$ cat src/rtl/cacheLinePackage.sv
// rtl/cacheLinePackage.sv - shared cache-line bus types
// Purpose: bus operation and snoop-bus arbiter state encodings shared by
//          the cache controllers, the snoopers and the bus arbiter.
// Ports:   none (package).
package cacheLinePackage;

  typedef enum logic [2:0] {
    BUS_NONE,
    BUS_GETS,
    BUS_GETX,
    BUS_INV,
    BUS_PUTX
  } BusOp;

  typedef enum logic [1:0] {
    ARB_IDLE,
    ARB_BCAST,
    ARB_SNOOP,
    ARB_DONE
  } ArbState;

endpackage

$ cat src/rtl/rr_priority_picker.sv
// rtl/rr_priority_picker.sv - round-robin first-set picker
// Purpose: picks the first set bit of reqVec at or after ptr, wrapping
//          modulo N. Purely combinational.
// Ports:
//   reqVec    in  N        candidate requests
//   ptr       in  log2(N)  search start position
//   winOneHot out N        one-hot winner (0 when no request)
//   winIdx    out log2(N)  winner index (don't-care when anyReq=0)
//   anyReq    out 1        at least one request set
module rr_priority_picker #(
  parameter int N = 4
) (
  input  logic [N-1:0]          reqVec,
  input  logic [$clog2(N)-1:0]  ptr,
  output logic [N-1:0]          winOneHot,
  output logic [$clog2(N)-1:0]  winIdx,
  output logic                  anyReq
);

  localparam int IW = $clog2(N);

  logic [2*N-1:0] doubled;
  logic [N-1:0]   rotated;
  logic [IW-1:0]  offset;
  logic [IW:0]    sum;
  logic           found;

  // Rotate so that bit 0 is the ptr position, find the lowest set bit,
  // then map the offset back to an absolute index.
  always_comb begin
    doubled = {reqVec, reqVec} >> ptr;
    rotated = doubled[N-1:0];
    found   = 1'b0;
    offset  = '0;
    for (int i = 0; i < N; i++) begin
      if (!found && rotated[i]) begin
        found  = 1'b1;
        offset = IW'(i);
      end
    end
    sum = {1'b0, ptr} + {1'b0, offset};
    if (sum >= (IW+1)'(N)) begin
      sum = sum - (IW+1)'(N);
    end
    winIdx    = sum[IW-1:0];
    winOneHot = found ? (N'(1) << winIdx) : '0;
    anyReq    = found;
  end

endmodule

$ cat src/rtl/snoop_bus_arbiter.sv
// rtl/snoop_bus_arbiter.sv - round-robin snooping MESI bus arbiter
// Purpose: grants the shared snoop bus to one cache at a time, broadcasts
//          op/addr/source, collects the share line from the other caches
//          over a fixed snoop window and returns done + shared to the owner.
// Build option: ARB_PUTX_PRIORITY_EN - PUTX requests win over all others,
//          round-robin within each class.
// Ports:
//   clk          in   1                   clock
//   reset        in   1                   synchronous, active-high
//   req          in   NUM_CACHES          per-cache request
//   req_op       in   NUM_CACHES x BusOp  requested op
//   req_addr     in   NUM_CACHES x ADDR_W requested line address
//   snoop_share  in   NUM_CACHES          cache holds the line valid
//   gnt          out  NUM_CACHES          one-hot grant, BCAST..DONE
//   bus_valid    out  1                   one-cycle broadcast strobe
//   bus_op       out  BusOp               op on bus, BUS_NONE when idle
//   bus_addr     out  ADDR_W              address on bus
//   bus_src      out  log2(NUM_CACHES)    owning cache index
//   done         out  NUM_CACHES          one-cycle completion to owner
//   shared       out  1                   valid with done
module snoop_bus_arbiter
  import cacheLinePackage::*;
#(
  parameter int NUM_CACHES   = 4,
  parameter int ADDR_W       = 32,
  parameter int SNOOP_CYCLES = 2
) (
  input  logic                          clk,
  input  logic                          reset,
  input  logic [NUM_CACHES-1:0]         req,
  input  BusOp                          req_op [NUM_CACHES],
  input  logic [ADDR_W-1:0]             req_addr [NUM_CACHES],
  input  logic [NUM_CACHES-1:0]         snoop_share,
  output logic [NUM_CACHES-1:0]         gnt,
  output logic                          bus_valid,
  output BusOp                          bus_op,
  output logic [ADDR_W-1:0]             bus_addr,
  output logic [$clog2(NUM_CACHES)-1:0] bus_src,
  output logic [NUM_CACHES-1:0]         done,
  output logic                          shared
);

  localparam int IW = $clog2(NUM_CACHES);
  localparam int CW = (SNOOP_CYCLES > 1) ? $clog2(SNOOP_CYCLES) : 1;

  ArbState               state;
  logic [IW-1:0]         rrPtr;
  logic [CW-1:0]         snoopCnt;
  logic                  shareAcc;
  logic                  shareHit;
  logic [NUM_CACHES-1:0] winOneHot;
  logic [IW-1:0]         winIdx;
  logic                  anyWin;

`ifdef ARB_PUTX_PRIORITY_EN
  logic [NUM_CACHES-1:0] putxReq;
  logic [NUM_CACHES-1:0] putxOneHot;
  logic [IW-1:0]         putxIdx;
  logic                  putxAny;
  logic [NUM_CACHES-1:0] allOneHot;
  logic [IW-1:0]         allIdx;
  logic                  allAny;

  always_comb begin
    putxReq = '0;
    for (int i = 0; i < NUM_CACHES; i++) begin
      putxReq[i] = req[i] && (req_op[i] == BUS_PUTX);
    end
  end

  rr_priority_picker #(.N(NUM_CACHES)) putxPicker (
    .reqVec    (putxReq),
    .ptr       (rrPtr),
    .winOneHot (putxOneHot),
    .winIdx    (putxIdx),
    .anyReq    (putxAny)
  );

  rr_priority_picker #(.N(NUM_CACHES)) allPicker (
    .reqVec    (req),
    .ptr       (rrPtr),
    .winOneHot (allOneHot),
    .winIdx    (allIdx),
    .anyReq    (allAny)
  );

  // Any PUTX pending shadows the ordinary round-robin result.
  assign winOneHot = putxAny ? putxOneHot : allOneHot;
  assign winIdx    = putxAny ? putxIdx    : allIdx;
  assign anyWin    = allAny;
`else
  rr_priority_picker #(.N(NUM_CACHES)) allPicker (
    .reqVec    (req),
    .ptr       (rrPtr),
    .winOneHot (winOneHot),
    .winIdx    (winIdx),
    .anyReq    (anyWin)
  );
`endif

  // gnt is exactly onehot(src) while busy, so it doubles as the source mask.
  assign shareHit = |(snoop_share & ~gnt);

  always_ff @(posedge clk) begin
    if (reset) begin
      state     <= ARB_IDLE;
      rrPtr     <= '0;
      snoopCnt  <= '0;
      shareAcc  <= 1'b0;
      gnt       <= '0;
      done      <= '0;
      shared    <= 1'b0;
      bus_valid <= 1'b0;
      bus_op    <= BUS_NONE;
      bus_addr  <= '0;
      bus_src   <= '0;
    end else begin
      case (state)
        ARB_IDLE: begin
          if (anyWin) begin
            gnt       <= winOneHot;
            bus_valid <= 1'b1;
            bus_op    <= req_op[winIdx];
            bus_addr  <= req_addr[winIdx];
            bus_src   <= winIdx;
            state     <= ARB_BCAST;
          end
        end
        ARB_BCAST: begin
          bus_valid <= 1'b0;
          shareAcc  <= 1'b0;
          snoopCnt  <= '0;
          state     <= ARB_SNOOP;
        end
        ARB_SNOOP: begin
          // Last window cycle folds its own sample straight into shared.
          if (snoopCnt == CW'(SNOOP_CYCLES - 1)) begin
            done   <= gnt;
            shared <= (shareAcc | shareHit) && (bus_op != BUS_PUTX);
            state  <= ARB_DONE;
          end else begin
            shareAcc <= shareAcc | shareHit;
            snoopCnt <= snoopCnt + CW'(1);
          end
        end
        ARB_DONE: begin
          rrPtr    <= (bus_src == IW'(NUM_CACHES - 1)) ? '0 : bus_src + IW'(1);
          done     <= '0;
          shared   <= 1'b0;
          gnt      <= '0;
          bus_op   <= BUS_NONE;
          bus_addr <= '0;
          bus_src  <= '0;
          state    <= ARB_IDLE;
        end
        default: state <= ARB_IDLE;
      endcase
    end
  end

endmodule

$ cat config.mk
export PLATFORM = sky130hd
export DESIGN_NAME = snoop_bus_arbiter
export DESIGN_NICKNAME = d
export VERILOG_FILES = /design/src/rtl/cacheLinePackage.sv /design/src/rtl/rr_priority_picker.sv /design/src/rtl/snoop_bus_arbiter.sv
export SDC_FILE = /design/constraint.sdc
export NUM_CORES = 1
export LEC_CHECK = 0
export BUFFER_PORTS_ARGS = -buffer_cell sky130_fd_sc_hd__buf_2
export CAP_MARGIN = 20
export CORE_MARGIN = 1.5
export CORE_UTILIZATION = 45
export CTS_CLUSTER_DIAMETER = 120
export DETAILED_ROUTE_END_ITERATION = 7
export PLACE_DENSITY_LB_ADDON = 0.15
export SLEW_MARGIN = 20
export SYNTH_ARGS = -nofsm -noshare
export SYNTH_HDL_FRONTEND = slang
export SYNTH_SLANG_ARGS = --single-unit
$ cat constraint.sdc
create_clock -name clk -period 2.8 [get_ports clk]
set_input_delay 0.28 -clock clk [delete_from_list [all_inputs] [get_ports clk]]
set_output_delay 0.28 -clock clk [all_outputs]
set_load 0.03 [all_outputs]
==> results of run 1 <==
worst min-delay path by stage:
stage	from	to	slack, ns	cells after the start
global placement	bus_addr[2]	bus_addr[2]	0.46	2
CTS	req_op[4]	bus_op[1]	0.38	4
floorplan	snoopCnt	snoopCnt	0.51	2
global route	req_addr[127]	bus_addr[31]	0.40	4
detailed placement	bus_addr[5]	bus_addr[5]	0.47	2
finish	req_op[4]	bus_op[1]	0.38	4
tightest hold or removal path: stages:
cell     delay (ns)
buf_2          0.07
mux2_2         0.12
o21ai_1        0.05
a31oi_1        0.11
synth_stat cells, drive strengths merged:
cell type and count:
o2111ai 1, o211ai 1, a211oi 2, clkbuf 24, a2111oi 1, nor2 24, buf 10, a32o 1
mux2 70, xor2 1, and3b 1, or2 1, nand2 48, or3 2, nand3 1, xnor2 1
or4 1, o32ai 1, ha 7, mux2i 4, nor3b 8, a31oi 35, o32a 1, a32oi 1
nor2b 4, o21ai 72, o21bai 4, inv 4, dfxtp 53, o22ai 1, nor4 2, a21oi 18
nor3 4
area by class of cell:
cell class,count,area (µm²),share of cell area (%)
clock inverter,2,37.54,0.8052
tap,99,123.9,2.657
timing repair buffer,205,1119,23.99
clock buffer,6,82.58,1.771
multi-input combinational,318,2223,47.69
sequential,53,1061,22.76
inverter,4,15.01,0.3221
power by group through the flow:
stage / Sequential, mW / Clock [mW] / Combinational (mW)
6_report: 1.15 / 0.552 / 2.33
5_1_grt: 1.18 / 0.591 / 2.52
4_1_cts: 1.15 / 0.560 / 2.28
3_5_place_dp: 1.16 / 0 / 2.27
3_3_place_gp: 1.15 / 0 / 2.24
2_1_floorplan: 1.56 / 0 / 1.19
kinds of logic (layout without fill, tap and decap cells):
kind of cell / count (synthesis) / in the layout
AOI/OAI and AO/OA: 139 / 139
buffers and inverters: 38 / 217
DFF: 53 / 53
adders and majority gates: 7 / 7
muxes: 74 / 74
xor gates and xnor gates: 2 / 2
and+or+nand+nor: 96 / 96
registers in the layout, summed over array words and instances (netlist names), 2 cells and up:
name      flops
done          4
state         2
bus_src       2
bus_op        3
rrPtr         2
bus_addr     32
gnt           4
stage by stage:
step,cells,area (µm²)
6_report,687,4662
5_1_grt,687,4662
4_1_cts,686,4634
3_5_place_dp,678,4514
3_3_place_gp,678,4514
2_1_floorplan,409,3417
layer usage:
layer | track usage (%) | wire [µm] | share of wire, % | up-vias
met5 | 0 | 0 | 0 | -
met4 | 5.159 | 99 | 0.95 | 0
met3 | 5.922 | 636 | 6.1 | 12
met2 | 45.01 | 5380 | 52 | 118
li1 | - | - | - | 1845
met1 | 29.81 | 4295 | 41 | 1751
placed cells by master, fill, tap and decap left out, types with 4 or more instances in the layout:
cell type / instances
mux2i_1: 4
nor2_1: 24
mux2_2: 70
nand2_1: 48
a21oi_1: 16
inv_1: 4
dfxtp_1: 53
o21bai_1: 4
clkbuf_8: 6
a31oi_1: 35
nor3b_1: 8
nor2b_1: 4
o21ai_1: 29
buf_2: 196
buf_12: 4
buf_4: 4
o21ai_0: 42
ha_1: 6
==> run summary, run 1 <==
DR vias = 3726
Synth warnings = 0
# fillers = 683
post-synthesis sequential area ratio = 31.05%
CTS tree = done
H-tree levels = 2
vias in the first global route = 3530
cell-internal power = 2.227 mW
post-synthesis adder-cell area fraction = 2.563%
Ant. Diodes = 0
Top delay family on crit path = simple AND/OR/NAND/NOR gates
1st-iter DRT viols = 106
Setup crit end kind = flop
IO Port Bufs = 196
Resized cells post-CTS = 0
Seq pwr share = 28.5%
CTS sink cnt = 53
CTS root buffer = clkbuf_8
Worst Path Arrival = 2.77 ns
drt first pass iters = 6
Crit Path Category = reg -> reg
IO Pins = 197
Place WS = 0.2830 ns
leakage = 2.047 nW
Row Count = 31
Gate power share = 57.8%
Buf+Inv Stages, Crit Path = 1
initial antenna violation count = 0
CP Data Required Time = 3.02 ns
Routed WL = 10410 µm
CTS Buf Count = 5
die extent in x = 90.14 µm
simple-gate area share of the yosys netlist = 12.82%
CP Depth = 9
FF-to-FF path depth = 9
Die ar. = 8125 µm²
Synth Area in XOR/XNOR = 0.5126%
Detail Route Antenna Nets = 0
Avg WL per Cell = 15.16 µm
routability cong. = 0.8491
Core Util, Final = 63.93%
Via density = 5.424
status = finished, final reports clean
Peak VDD IR = 0.0004211 V
layout cells sized above 1 = 49.49%
Area contributors post-synth = dfxtp_1 (31%), mux2_2 (23%), a31oi_1 (6.4%), o21ai_0 (6.2%), nand2_1 (5.3%)
Final Total Pwr = 4.030 mW
Final Hold Fails = 0
Hold/Removal Path Class = in -> reg
share of the synthesized area in the top cell type = 31.05%
P&R area growth vs syn = 36.43%
Final period util = 90.96%
net load switching power = 1.803 mW
Worst-path clk slew = 0.10 ns
CORE AREA = 7292 µm²
Reg-to-Reg Start = rrPtr[0]
setup ws final = 0.2531 ns
worst r2r dst = bus_addr[22]
CP max-delay cell = or4_1
MaxCap Viol Count = 0
unrepaired setup endpoints after global routing = no
gr usage total = 24.90%
largest net degree at the start of global routing = 54
combinational family with the most area after synthesis = multiplexers
Die Ht = 90.14 µm
Skew-Pair Late Insertion Delay = 0.30 ns
Yosys reg bits = 53
power share of the clock group = 13.7%
fmax = 0.3926 GHz
endpoints failing setup = 0
fin. max-slew vios = 0
DRC = 0
fin nets = 744
Sum Neg Setup Slack = 0 ns
post-synthesis compound-gate area fraction = 24.17%
crit-path cells = or4_1 -> o2111ai_1 -> ha_2 -> xor2_1 -> nand2_1 -> nor3_4 -> buf_12 -> o21ai_0 -> a31oi_1
crit path from = rrPtr[0]
worst-case clock buffer depth = 2
first-pass GRT wire length = 16760 µm
mapped cell area = 3417 µm²
synthesized instance count = 409
Initial Util = 46.86%
Final Skew = 0.007336 ns
PwrDens = 864.4 nW/µm²
syn_nets = 566
critical path fanouts, max = 35
dpl hpwl = 7475 µm
post-synth top area cell = dfxtp_1
switching part of the total = 44.74%
postcts setup bufs = 0
syn_area_per_cell = 8.355 µm²
hold_buf cts = 0
startpoint types = flop
flop-to-flop setup slack = 0.25 ns
slew margin rel. = 31.53%
hold_ws = 0.3790 ns
grt ovf = 0
mux share of post-synthesis cell area = 24.24%
CP endpoint = bus_addr[22]
CP peak stage delay = 0.55 ns
Synth cell types = 38
min Tclk post-route = 2.547 ns
worst slew pin tran = 1.027 ns
No activity file was read; power rests on OpenSTA's default activity.
==> run 2: changes to the inputs <==
--- a/config.mk
+++ b/config.mk
@@ -5,6 +5,7 @@
 export SDC_FILE = /design/constraint.sdc
 export NUM_CORES = 1
 export LEC_CHECK = 0
+export ABC_AREA = 1
 export BUFFER_PORTS_ARGS = -buffer_cell sky130_fd_sc_hd__buf_2
 export CAP_MARGIN = 20
 export CORE_MARGIN = 1.5
==> run 2 against run 1 <==
Area after synthesis grew 4.4%. Core utilization shrank 1.8 points. Cell count grew 21%. Sequential share of layout area shrank 0.52 points. Die area grew 4.3%. Sequential power grew 11%. Power grew 45%. Maximum frequency shrank 0.75%. Hold slack lost 0.038 ns. Synthesized cell count grew 33%. Register-to-register slack lost 0.02 ns. Critical endpoint is now bus_addr[25].
==> run summary, run 2 <==
Worst-path clk slew = 0.10 ns (about the same)
leakage = 2.614 nW (+28%)
Reg-to-Reg Start = rrPtr[0]
Seq pwr share = 22.0% (-6.5 points)
cell-internal power = 2.766 mW (+24%)
largest net degree at the start of global routing = 46 (-15%)
worst-case clock buffer depth = 2 (unchanged)
EDFF count, synth = 0 (unchanged)
CP Data Required Time = 3.05 ns (+0.03 ns)
syn_area_per_cell = 6.536 µm² (-22%)
synthesized instance count = 546 (+33%)
flop-to-flop setup slack = 0.23 ns (-0.02 ns)
gr usage total = 25.21% (+0.31 points)
share of flip-flops with an asynchronous set or reset = 0% (unchanged)
FF-to-FF path depth = 15 (+6)
Die Ht = 92.05 µm (+2.1%)
most frequent cells in the layout = nand2_1 (215), buf_2 (196), nand3_1 (64)
Synth warnings = 0 (unchanged)
Crit Path Category = reg -> reg
layout cells sized above 1 = 33.98% (-16 points)
# fillers = 756 (+11%)
dpl hpwl = 7981 µm (+6.8%)
post-synth top area cell = dfxtp_1
Multi-input gate area = 2237 µm² (+0.62%)
count leader, synth = nand2_1
CP max-delay cell = dfxtp_2
power share of the clock group = 9.5% (-4.2 points)
CORE AREA = 7687 µm² (+5.4%)
fin. max-slew vios = 0 (unchanged)
first-pass GRT wire length = 17460 µm (+4.2%)
fin nets = 883 (+19%)
Commonest cells post-synth = nand2_1 (215), nand3_1 (64), dfxtp_1 (53), nor2_1 (41), mux2i_1 (37)
1st-iter DRT viols = 158 (+49%)
startpoint types = flop
IO Port Bufs = 196 (unchanged)
min Tclk post-route = 2.566 ns (+0.01929 ns)
PwrDens = 1220 nW/µm² (+41%)
Routed WL = 10750 µm (+3.3%)
crit path from = rrPtr[0]
IO Pins = 197 (unchanged)
Die ar. = 8473 µm² (+4.3%)
CTS Buf Count = 5 (unchanged)
crit-path cells = inv_2 -> nand2_1 -> nand3_1 -> nand2_1 -> nand3_1 -> a21boi_1 -> ha_4 -> xor2_1 -> nand2_2 -> nand2_2 -> buf_12 -> nand3_1 -> nand2_1 -> nor2_1 -> nor2_1
net load switching power = 3.060 mW (+70%)
Detail Route Antenna Nets = 0 (unchanged)
CTS root buffer = clkbuf_8
die extent in x = 92.05 µm (+2.1%)
commonest non-fill, non-tap cell in the layout = nand2_1
Peak VDD IR = 0.0004638 V (+10%)
Initial Util = 46.42% (-0.44 points)
Synth cell types = 28 (-26%)
CP peak stage delay = 0.43 ns (-0.12 ns)
P&R area growth vs syn = 33.87%
Final Hold Fails = 0 (unchanged)
Top FF cell, synth = dfxtp_1
Area contributors post-synth = dfxtp_1 (30%), nand2_1 (23%), mux2i_1 (10%), nand3_1 (9.0%), nor3_2 (5.3%)
Hold/Removal Path Class = in -> reg
Ant. Diodes = 0 (unchanged)
DRC = 0 (unchanged)
top flop regs = bus_addr: 32 flops, done: 4 flops, gnt: 4 flops
postcts setup bufs = 0 (unchanged)
MaxCap Viol Count = 0 (unchanged)
Largest Register = bus_addr
vias in the first global route = 3823 (+8.3%)
Gate power share = 68.5% (+11 points)
switching part of the total = 52.53% (+7.8 points)
Final period util = 91.65% (+0.69 points)
CTS sink cnt = 53 (unchanged)
mapped cell area = 3568 µm² (+4.4%)
critical path fanouts, max = 45 (+29%)
grt ovf = 0 (unchanged)
Largest register FFs = 32 (unchanged)
drt first pass iters = 5 (-1)
unrepaired setup endpoints after global routing = no
Setup crit end kind = flop
CTS tree = done
share of the synthesized area in the top cell type = 29.73% (-1.3 points)
Yosys reg bits = 53 (unchanged)
routability cong. = 0.8211 (-3.3%)
CP endpoint = bus_addr[25]
Avg WL per Cell = 12.97 µm (-14%)
Reg area = 1062 µm² (+0.12%)
slew margin rel. = 57.30% (+26 points)
initial antenna violation count = 0 (unchanged)
syn_nets = 703 (+24%)
endpoints failing setup = 0 (unchanged)
fmax = 0.3897 GHz (-0.75%)
worst r2r dst = bus_addr[25]
Final Total Pwr = 5.826 mW (+45%)
Sum Neg Setup Slack = 0 ns (unchanged)
Via density = 5.016 (-7.5%)
H-tree levels = 2 (unchanged)
Skew-Pair Late Insertion Delay = 0.31 ns (about the same)
worst hold path depth = 7 (+3)
post-synthesis sequential area ratio = 29.73% (-1.3 points)
Row Count = 32 (+3.2%)
worst slew pin tran = 0.6380 ns (-0.3890 ns)
Worst Path Arrival = 2.81 ns (+0.04 ns)
Final Skew = 0.007453 ns (+0.0001175 ns)
status = finished, final reports clean
DR vias = 4158 (+12%)
## run 2: changes by cell type after synthesis, sizes merged, moves of 19 or more
| cell | delta |
|---|---|
| nor2 | +19 |
| a31oi | -35 |
| mux2 | -70 |
| mux2i | +33 |
| o21ai | -66 |
| inv | +22 |
| nand2 | +171 |
| nand3 | +63 |
## run 2: per-stage QoR
stage	instance area [µm²]	hold WS [ns]	instances	setup WS (ns)	utilization, %
final	4777	0.3412	829	0.2338	62.14
after CTS	4743	0.3407	828	0.03293	61.70
after floorplan	3568	0.5020	546	0.5406	-
after global routing	4777	0.3651	829	0.02930	62.14
after global placement	4623	0.4498	820	0.2030	60.14
after detailed placement	4623	0.4553	820	0.07914	60.14
## run 2: layout make-up
cell class | instances | area share [%]
multi-input cells | 431 | 46.83
inverters | 27 | 2.122
flip-flops and latches | 53 | 22.24
repair buffers | 208 | 23.62
well taps | 102 | 2.672
clock inverters | 2 | 0.7858
clock buffers | 6 | 1.729
## run 2: cell families (layout without fill, tap and decap cells)
logic type	after synthesis	count (layout)	synth area share (%)
AND/OR/NAND/NOR	346	346	42.43
flip-flops	53	53	29.73
AO/OA/AOI/OAI	40	40	6.311
buffers and inverters	62	243	8.450
multiplexers	37	37	10.38
adder cells (fa/ha/maj)	7	7	2.454
XOR/XNOR	1	1	0.2455
## run 2: power by group through the flow
stage               Combinational (mW)  Clock [mW]  Sequential, mW
finish                            3.99       0.554            1.28
global route                      4.42       0.589            1.32
CTS                               3.94       0.565            1.28
detailed placement                3.92           0            1.29
global placement                  3.86           0            1.29
floorplan                         2.37           0            1.87
## run 2: critical path: cells and delay by family (launching register included)
kind / cells / cell delay (ns)
AOI/OAI and AO/OA: 1 / 0.23
xor gates and xnor gates: 1 / 0.25
and+or+nand+nor: 10 / 1.09
adders and majority gates: 1 / 0.17
buffers and inverters: 2 / 0.32
DFF: 1 / 0.43
## run 2: timing repair
item	4_1_cts	5_1_grt
hold buffers	0	0
gates resized for setup	0	3
setup endpoints to repair	0	36
## run 2: worst min path at each step
stage / from / endpoint / slack (ns)
3_5_place_dp: bus_addr[6] / bus_addr[6] / 0.46
6_report: req_addr[125] / bus_addr[29] / 0.34
5_1_grt: reset / bus_addr[7] / 0.37
4_1_cts: req_addr[125] / bus_addr[29] / 0.34
2_1_floorplan: snoopCnt / snoopCnt / 0.50
3_3_place_gp: bus_addr[7] / bus_addr[7] / 0.45
## run 2: routing by layer
layer	track usage, %	part of all wire (%)	vias to the layer above
li1	-	-	2118
met1	30.23	42	1871
met2	45.31	49	153
met3	4.146	6.8	16
met4	8.462	2.2	0
met5	0	0	-
==> run 3: changes to the inputs <==
--- a/config.mk
+++ b/config.mk
@@ -9,10 +9,12 @@
 export BUFFER_PORTS_ARGS = -buffer_cell sky130_fd_sc_hd__buf_2
 export CAP_MARGIN = 20
 export CORE_MARGIN = 1.5
-export CORE_UTILIZATION = 45
+export CORE_UTILIZATION = 46
+export CTS_BUF_LIST = sky130_fd_sc_hd__clkbuf_8
 export CTS_CLUSTER_DIAMETER = 120
 export DETAILED_ROUTE_END_ITERATION = 7
 export PLACE_DENSITY_LB_ADDON = 0.15
+export RECOVER_POWER = 25
 export SLEW_MARGIN = 20
 export SYNTH_ARGS = -nofsm -noshare
 export SYNTH_HDL_FRONTEND = slang
==> run 3 against run 2 <==
Setup slack better by 0.075 ns. Sequential share of layout area up 0.24 points. Highest routed layer unchanged. Clock-buffer cell count down 1. Largest cell class unchanged. Flip-flop and latch count unchanged. First-iteration DRC count down 1.3%. Hold slack worse by 0.029 ns. Global-route usage up 1.3 points. Via count down 0.43%. Power down 1.8%. Clock power down 17%. Clock skew up 0.0010 ns.
==> run summary, run 3 (synthesized netlist as in run 2, its figures left out) <==
status = finished, final reports clean
# fillers = 723 (-4.4%)
Avg WL per Cell = 13.11 µm (+1.1%)
Worst-path clk slew = 0.10 ns (about the same)
Detail Route Antenna Nets = 0 (unchanged)
leakage = 2.516 nW (-3.8%)
DRC = 0 (unchanged)
P&R area growth vs syn = 32.43%
dpl hpwl = 8168 µm (+2.3%)
Skew-Pair Late Insertion Delay = 0.31 ns (about the same)
critical path fanouts, max = 20 (-56%)
grt ovf = 0 (unchanged)
most frequent cells in the layout = nand2_1 (215), buf_2 (172), nand3_1 (64)
Setup crit end kind = flop
Ant. Diodes = 0 (unchanged)
1st-iter DRT viols = 156 (-1.3%)
Final period util = 88.98% (-2.7 points)
top flop regs = bus_addr: 32 flops, done: 4 flops, gnt: 4 flops
slew margin rel. = 57.38% (+0.076 points)
FF-to-FF path depth = 15 (unchanged)
Cell Count, Final, Fillers Out = 827 (-0.24%)
Routed WL = 10840 µm (+0.85%)
crit-path cells = inv_2 -> nand2_1 -> nand3_1 -> nand2_1 -> nand3_1 -> a21boi_1 -> ha_4 -> xor2_1 -> nand2_2 -> nand2_2 -> buf_4 -> nand3_1 -> nand2_1 -> nor2_1 -> nor2_1
Die Ht = 91.08 µm (-1.1%)
min Tclk post-route = 2.491 ns (-0.07475 ns)
worst slew pin tran = 0.6369 ns (-0.001132 ns)
worst-case clock buffer depth = 2 (unchanged)
switching part of the total = 54.04% (+1.5 points)
startpoint types = flop
Via density = 5.006 (-0.19%)
cell count after placement = 818 (-0.24%)
Die ar. = 8295 µm² (-2.1%)
Worst Path Arrival = 2.74 ns (-0.07 ns)
Seq pwr share = 22.6% (+0.6 points)
power share of the clock group = 8.0% (-1.5 points)
MaxCap Viol Count = 0 (unchanged)
DR vias = 4140 (-0.43%)
Crit Path Category = reg -> reg
layout cells sized above 1 = 30.77% (-3.2 points)
Final Hold Fails = 0 (unchanged)
H-tree levels = 2 (unchanged)
largest net degree at the start of global routing = 42 (-8.7%)
IO Port Bufs = 196 (unchanged)
initial antenna violation count = 0 (unchanged)
CP max-delay cell = dfxtp_2
gr usage total = 26.47% (+1.3 points)
routability cong. = 0.7997 (-2.6%)
postcts setup bufs = 0 (unchanged)
worst hold path depth = 2 (-5)
flop-to-flop setup slack = 0.31 ns (+0.07 ns)
CP peak stage delay = 0.43 ns (about the same)
IO Pins = 197 (unchanged)
CTS root buffer = clkbuf_8
drt first pass iters = 4 (-1)
PwrDens = 1210 nW/µm² (-0.75%)
CTS sink cnt = 53 (unchanged)
Final Skew = 0.008497 ns (+0.001043 ns)
fmax = 0.4014 GHz (+3.0%)
Core Util, Final = 64.13% (+2.0 points)
Hold/Removal Path Class = in -> reg
commonest non-fill, non-tap cell in the layout = nand2_1
Sum Neg Setup Slack = 0 ns (unchanged)
Row Count = 31 (-3.1%)
vias in the first global route = 3787 (-0.94%)
first-pass GRT wire length = 17930 µm (+2.7%)
net load switching power = 3.091 mW (+1.0%)
CTS Buf Count = 5 (unchanged)
Finished Cell Area = 4726 µm² (-1.1%)
Initial Util = 48.42% (+2.0 points)
dpl cell area = 4627 µm² (about the same)
Reg area = 1062 µm² (unchanged)
Largest Register = bus_addr
CORE AREA = 7370 µm² (-4.1%)
Multi-input gate area = 2237 µm² (unchanged)
cell-internal power = 2.629 mW (-5.0%)
CTS tree = done
die extent in x = 91.08 µm (-1.1%)
unrepaired setup endpoints after global routing = no
fin. max-slew vios = 0 (unchanged)
endpoints failing setup = 0 (unchanged)
Largest register FFs = 32 (unchanged)
Gate power share = 69.4% (+0.9 points)
fin nets = 884 (+0.11%)
Peak VDD IR = 0.0005328 V (+15%)
CP Data Required Time = 3.05 ns (about the same)
==> run 3: changes by cell type in the layout (fill, tap and decap cells not counted), sizes merged <==
| cell | delta |
|---|---|
| clkinv | +2 |
| inv | +1 |
| clkinvlp | -1 |
| clkbuf | +23 |
| buf | -23 |
| bufinv | -1 |
==> run 3: path summary, 6_finish.rpt <==
| check | from | endpoint |
|---|---|---|
| max | rrPtr[0] | bus_addr[13] |
| min | reset | bus_op[0] |
| max reg2reg | rrPtr[0] | bus_addr[13] |
| min reg2reg | shared | shared |
==> run 3: area by class of cell <==
type | instances | share of cell area (%)
clock buffers | 5 | 1.456
clock inverters | 3 | 0.5560
inverters | 27 | 2.145
multi-input cells | 431 | 47.34
flip-flops and latches | 53 | 22.48
well taps | 99 | 2.621
repair buffers | 209 | 23.40
==> run 3: power groups by stage <==
stage,combinational (mW),clock (mW),sequential [mW]
floorplan,2.37,0,1.87
global placement,3.89,0,1.30
detailed placement,3.94,0,1.30
CTS,3.95,0.474,1.29
global route,4.39,0.514,1.33
finish,3.97,0.458,1.29
==> run 3: what timing repair did <==
| item | 4_1_cts | 5_1_grt |
|---|---|---|
| endpoints found under the setup margin | 0 | 39 |
| hold buffers | 0 | 0 |
| resized for setup | 0 | 3 |
==> run 3: stage by stage <==
step	setup slack, ns	hold WS [ns]	total power, mW
after floorplan	0.5406	0.5020	4.240
after global placement	0.1893	0.4509	5.187
after detailed placement	0.09677	0.4536	5.244
after CTS	0.06531	0.2983	5.717
after global routing	0.01333	0.2818	6.231
final	0.3086	0.3123	5.720
==> run 3: layer usage <==
layer | wire, µm | up-vias | part of all wire (%) | GRT usage [%]
met4 | 138 | 0 | 1.3 | 6.901
li1 | - | 2120 | - | -
met5 | 0 | - | 0 | 0
met1 | 4424 | 1857 | 41 | 31.47
met2 | 5567 | 153 | 51 | 47.45
met3 | 712 | 10 | 6.6 | 6.114
==> run 3: worst max-delay path, delay by kind of cell (launching register included) <==
family / cells / cell delay, ns
adders and majority gates: 1 / 0.17
and+or+nand+nor: 10 / 1.00
AOI/OAI and AO/OA: 1 / 0.23
xor gates and xnor gates: 1 / 0.23
buffers and inverters: 2 / 0.35
DFF: 1 / 0.43
